## config.mk

```make
export PLATFORM = sky130hd
export DESIGN_NAME = morse_symbol_sequencer
export DESIGN_NICKNAME = d
export VERILOG_FILES = /design/src/rtl/morse_symbol_sequencer.sv
export SDC_FILE = /design/constraint.sdc
export NUM_CORES = 1
export LEC_CHECK = 0
export BUFFER_PORTS_ARGS = -buffer_cell sky130_fd_sc_hd__buf_2
export CAP_MARGIN = 40
export CORE_MARGIN = 5
export CORE_UTILIZATION = 38
export CTS_BUF_LIST = sky130_fd_sc_hd__clkbuf_4
export CTS_CLUSTER_SIZE = 28
export DETAILED_ROUTE_END_ITERATION = 8
export PLACE_DENSITY = 0.61
export SLEW_MARGIN = 30
export SYNTH_ARGS = -nofsm -noshare
export SYNTH_HDL_FRONTEND = slang
export SYNTH_SLANG_ARGS = --single-unit
```

## constraint.sdc

```tcl
create_clock -name clk -period 6.99 [get_ports clk]
set_clock_uncertainty 0.2 [all_clocks]
set_input_delay 0.3495 -clock clk [delete_from_list [all_inputs] [get_ports clk]]
set_output_delay 0.3495 -clock clk [all_outputs]
set_load 0.02 [all_outputs]
```

## src/rtl/morse_symbol_sequencer.sv

```systemverilog
// Morse element sequencer: times key marks/spaces against a tick base, builds the
// dit/dah pattern of one character and strobes it (and end of word) to the decoder.
//   state    | meaning
//   IDLE     | between words, nothing pending
//   MARK     | key down, timing the current element
//   GAP      | key up inside a character
//   CHARDONE | character emitted, timing towards a word gap
module morse_symbol_sequencer #(
    parameter int MAX_LEN  = 6,
    parameter int LEN_W    = 3,
    parameter int CNT_W    = 8,
    parameter int DAH_MIN  = 2,
    parameter int CHAR_GAP = 3,
    parameter int WORD_GAP = 7,
    parameter int MARK_MAX = 10
) (
    input  logic               clk,
    input  logic               rst_n,
    input  logic               tick,
    input  logic               key,
    output logic [MAX_LEN-1:0] dits_dahs,
    output logic [LEN_W-1:0]   len,
    output logic               word_end,
    output logic               error_out,
    output logic               ce_out,
    output logic               busy
);

    typedef enum logic [1:0] {
        S_IDLE     = 2'd0,
        S_MARK     = 2'd1,
        S_GAP      = 2'd2,
        S_CHARDONE = 2'd3
    } state_t;

    state_t             state_q, state_d;
    logic [CNT_W-1:0]   cnt_q, cnt_d;
    logic [MAX_LEN-1:0] dd_q, dd_d;
    logic [LEN_W-1:0]   len_q, len_d;
    logic               perr_q, perr_d;
    logic               ce_q, ce_d;
    logic               we_q, we_d;
    logic               eo_q, eo_d;

    logic cnt_sat, mark_hit, char_hit, word_hit, is_dah, len_full;

    // A threshold is "reached" on the tick that would move cnt onto it.
    assign cnt_sat  = (cnt_q == {CNT_W{1'b1}});
    assign mark_hit = tick && (cnt_q == CNT_W'(MARK_MAX - 1));
    assign char_hit = tick && (cnt_q == CNT_W'(CHAR_GAP - 1));
    assign word_hit = tick && (cnt_q == CNT_W'(WORD_GAP - 1));
    assign is_dah   = (cnt_q >= CNT_W'(DAH_MIN));
    assign len_full = (len_q == LEN_W'(MAX_LEN));

    always_ff @(posedge clk or negedge rst_n) begin
        if (!rst_n) begin
            state_q <= S_IDLE;
            cnt_q   <= '0;
            dd_q    <= '0;
            len_q   <= '0;
            perr_q  <= 1'b0;
            ce_q    <= 1'b0;
            we_q    <= 1'b0;
            eo_q    <= 1'b0;
        end else begin
            state_q <= state_d;
            cnt_q   <= cnt_d;
            dd_q    <= dd_d;
            len_q   <= len_d;
            perr_q  <= perr_d;
            ce_q    <= ce_d;
            we_q    <= we_d;
            eo_q    <= eo_d;
        end
    end

    always_comb begin
        state_d = state_q;
        cnt_d   = cnt_q;
        dd_d    = dd_q;
        len_d   = len_q;
        perr_d  = perr_q;
        ce_d    = 1'b0;
        we_d    = 1'b0;
        eo_d    = 1'b0;
        unique case (state_q)
            S_IDLE: begin
                if (key) begin
                    state_d = S_MARK;
                    dd_d    = '0;
                    len_d   = '0;
                    perr_d  = 1'b0;
                end
            end
            S_MARK: begin
                if (!key) begin
                    state_d = S_GAP;
                    if (len_full) begin
                        perr_d = 1'b1;
                    end else begin
                        dd_d  = {dd_q[MAX_LEN-2:0], is_dah};
                        len_d = len_q + LEN_W'(1);
                    end
                end else if (mark_hit) begin
                    perr_d = 1'b1;
                end
            end
            S_GAP: begin
                if (key) begin
                    state_d = S_MARK;
                end else if (char_hit) begin
                    state_d = S_CHARDONE;
                    ce_d    = 1'b1;
                    eo_d    = perr_q;
                end
            end
            S_CHARDONE: begin
                if (key) begin
                    state_d = S_MARK;
                    dd_d    = '0;
                    len_d   = '0;
                    perr_d  = 1'b0;
                end else if (word_hit) begin
                    state_d = S_IDLE;
                    ce_d    = 1'b1;
                    we_d    = 1'b1;
                end
            end
            default: state_d = S_IDLE;
        endcase
        if (state_d != state_q) begin
            cnt_d = '0;
        end else if (tick && (state_q != S_IDLE) && !cnt_sat) begin
            cnt_d = cnt_q + CNT_W'(1);
        end
    end

    always_comb begin
        busy      = (state_q != S_IDLE);
        ce_out    = ce_q;
        word_end  = we_q;
        error_out = eo_q;
        dits_dahs = dd_q;
        len       = len_q;
    end

endmodule

```

==> results.yml <==
cts:
  cts_max_level: 1
  cts_sinks: 23
  cts_made_buffers: 3
  cts_tree: "yes"
  cts_hold_buffers: 1
  post_cts_resized: 0
  post_cts_buffers: 0
  clockBufferDepth: 2
  insertion_delay_ps: 310
  cts_root_buf: "clkbuf_4"
  clk_pin_slew_worst_paths_ps: 130
critical_path:
  cp.arrival_ps: 2560
  cp_cell_sequence: "inv_1, ha_1, or3_1, a32oi_1, o21ai_0, a211o_1, a211oi_1"
  cp_num_buf_inv: 1
  startpoint_type: "flop"
  critPathTopFamily: "compound AO/OA/AOI/OAI gates"
  slowest_delay_ps: 520
  crit_fanout: 11
  critical_path_class: "flop to flop"
  cp.required_ps: 7020
  end_kind: "flop"
  cp_slowest_cell: "dfrtp_1"
yosys:
  ys.flop_type: "dfrtp_1"
  synth_top_area_frac: 0.414
  yosysUniqueCellTypes: 38
  postSynthCellCount: 141
  async_reset_ff_frac: 1.00
  netlist_top_cells_area: "dfrtp_1 41%, ha_1 8.1%, a211oi_1 5.9%"
  syn_area_per_cell_sq_um: 9.86
  synth-warning-count: 0
  synth-edff-count: 0
  synth_sequential_area_ratio: 0.414
  synthesis.area_sq_um: 1390
  postSynthNetCount: 154
  synth_top_cell_by_area: "dfrtp_1"
  ys_seq_elements: 23
flow_run:
  drv_cap: 0
power:
  clkPwrFrac: 0.118
  seq_power_share: 0.350
  peakVddDrop_mv: 0.124
  cellLeakagePower_nw: 0.668
  p_comb_frac: 0.532
  powerDensity_nw_per_um2: 346
  internal_power_mw: 0.280
  p_switching_mw: 0.257
  swShare: 0.478
global_route:
  grt_pass1_vias: 1096
  antenna_found_initial: 0
  grt_pass1_wl_um: 5150
  grt_overflow: 0
  grt.total_usage: 0.125
  grt_max_degree: 24
route:
  drtPass1Iterations: 4
  ant_nets: 0
  vias: 1124
  drc: 0
  wl_per_cell_um: 14.2
  drt_iter0_markers: 59
  vias_per_cell: 5.48
  wl_um: 2920
sta:
  setup_ws_ps: 4460
  finalCritPeriodShare: 0.362
  rsz0062_at_grt: "false"
  relSlewSlack: 0.606
  tns_ps: 0
  hold_viol: 0
  fmax_mhz: 395
  setup_viol: 0
  period_needed_ps: 2530
  slew_violations: 0
  tightest_slew_ps: 591
  hold_ws_ps: 212
min_path:
  worst_hold_path_type: "input pin to flop"
layout:
  final_layout_size_suffix_gt1_frac: 0.172
  fillers: 349
  antenna_cells: 0
  nets: 171
  ff_latch_area_sq_um: 576
  multi_input_area_sq_um: 746
  synthToLayoutAreaGrowth_pct: 11.4
  finish.utilization: 0.430
floorplanning:
  fp.dieArea_sq_um: 4970
  dieHeight_um: 70.5
  die_x_um: 70.5
  core-area_sq_um: 3610
  core.rowCount: 22
  initial_core_util: 0.385
  io-pin-count: 17
status:
  status: "completed"
placement:
  hpwl_um: 2060
  pre_cts_slack_ps: 4240
  gp_congestion: 0.773
  port_buffers: 16
==> layout by cell type (no fill, tap or decap), drive strengths merged, types with 4 or more instances in the layout <==
cell    Yosys  routed
xnor2       5       5
dfrtp      23      23
o21ai       7       7
nor2        7       7
clkbuf      5       4
a21oi       6       6
ha          9       9
a211oi     11      11
a22o        6       6
nand3       6       6
nand2       9       9
buf         1      16
inv        12      12
==> cell families after synthesis <==
group	after synthesis	synth area share
flip-flops	23	0.414
XOR/XNOR	7	0.0441
adder cells (fa/ha/maj)	9	0.0810
AO/OA/AOI/OAI	41	0.229
AND/OR/NAND/NOR	43	0.183
buffers and inverters	18	0.0495
==> power by group through the flow <==
stage / registers (mW) / logic, mW / clock network, mW
3_5_place_dp: 0.191 / 0.280 / 0
4_1_cts: 0.187 / 0.283 / 0.0656
2_1_floorplan: 0.196 / 0.200 / 0
5_1_grt: 0.192 / 0.318 / 0.0701
6_report: 0.188 / 0.285 / 0.0634
3_3_place_gp: 0.188 / 0.274 / 0
==> per-stage QoR <==
step                      power (mW)  instance area, sq um  std cells
after floorplan                0.396                  1390        141
after global placement         0.461                  1510        199
after detailed placement       0.471                  1510        199
after CTS                      0.536                  1540        204
after global routing           0.580                  1550        205
final                          0.536                  1550        205
==> sequential cells by signal (all words and copies together) (netlist names) <==
signal	cells
state_q	2
error_out	1
len	3
ce_out	1
dits_dahs	6
perr_q	1
word_end	1
cnt_q	8
==> metal layers <==
metal	part of all wire	routed length (um)	global-route usage
met1	0.48	1390	0.167
met2	0.48	1410	0.207
met3	0.037	107	0.0245
met4	0.0058	17	0.0319
met5	0	0	0
==> synth_stat cells (all sizes together), types with 2 or more instances <==
cell type	n
nor2b	2
clkbuf	5
nand2	9
nand3	6
a21oi	6
nor2	7
nand2b	2
nor3	3
o21ai	7
xor2	2
a22o	6
or3	2
nand4	3
dfrtp	23
xnor2	5
ha	9
nor4	3
inv	12
a211oi	11
==> layout make-up <==
cell class | count | area share
Multi-Input combinational cell | 100 | 0.481
Sequential cell | 23 | 0.372
Timing Repair Buffer | 18 | 0.0614
Tap cell | 48 | 0.0388
Inverter | 12 | 0.0291
Clock buffer | 3 | 0.0145
Clock inverter | 1 | 0.00323
==> final timing paths <==
| path | start | endpoint | slack (ps) | depth (start not counted) |
|---|---|---|---|---|
| worst max register to register | state_q[0] | cnt_q[4] | 4460 | 7 |
| worst max-delay path | state_q[0] | cnt_q[4] | 4460 | 7 |
| worst min register to register | dits_dahs[5] | dits_dahs[5] | 320 | 1 |
| max in group asynchronous | rst_n | state_q[1] | 5920 | 2 |
| worst min-delay path | key | ce_out | 210 | 2 |
| min in group asynchronous | rst_n | word_end | 320 | 2 |
Power figures use the tool's default switching activity.
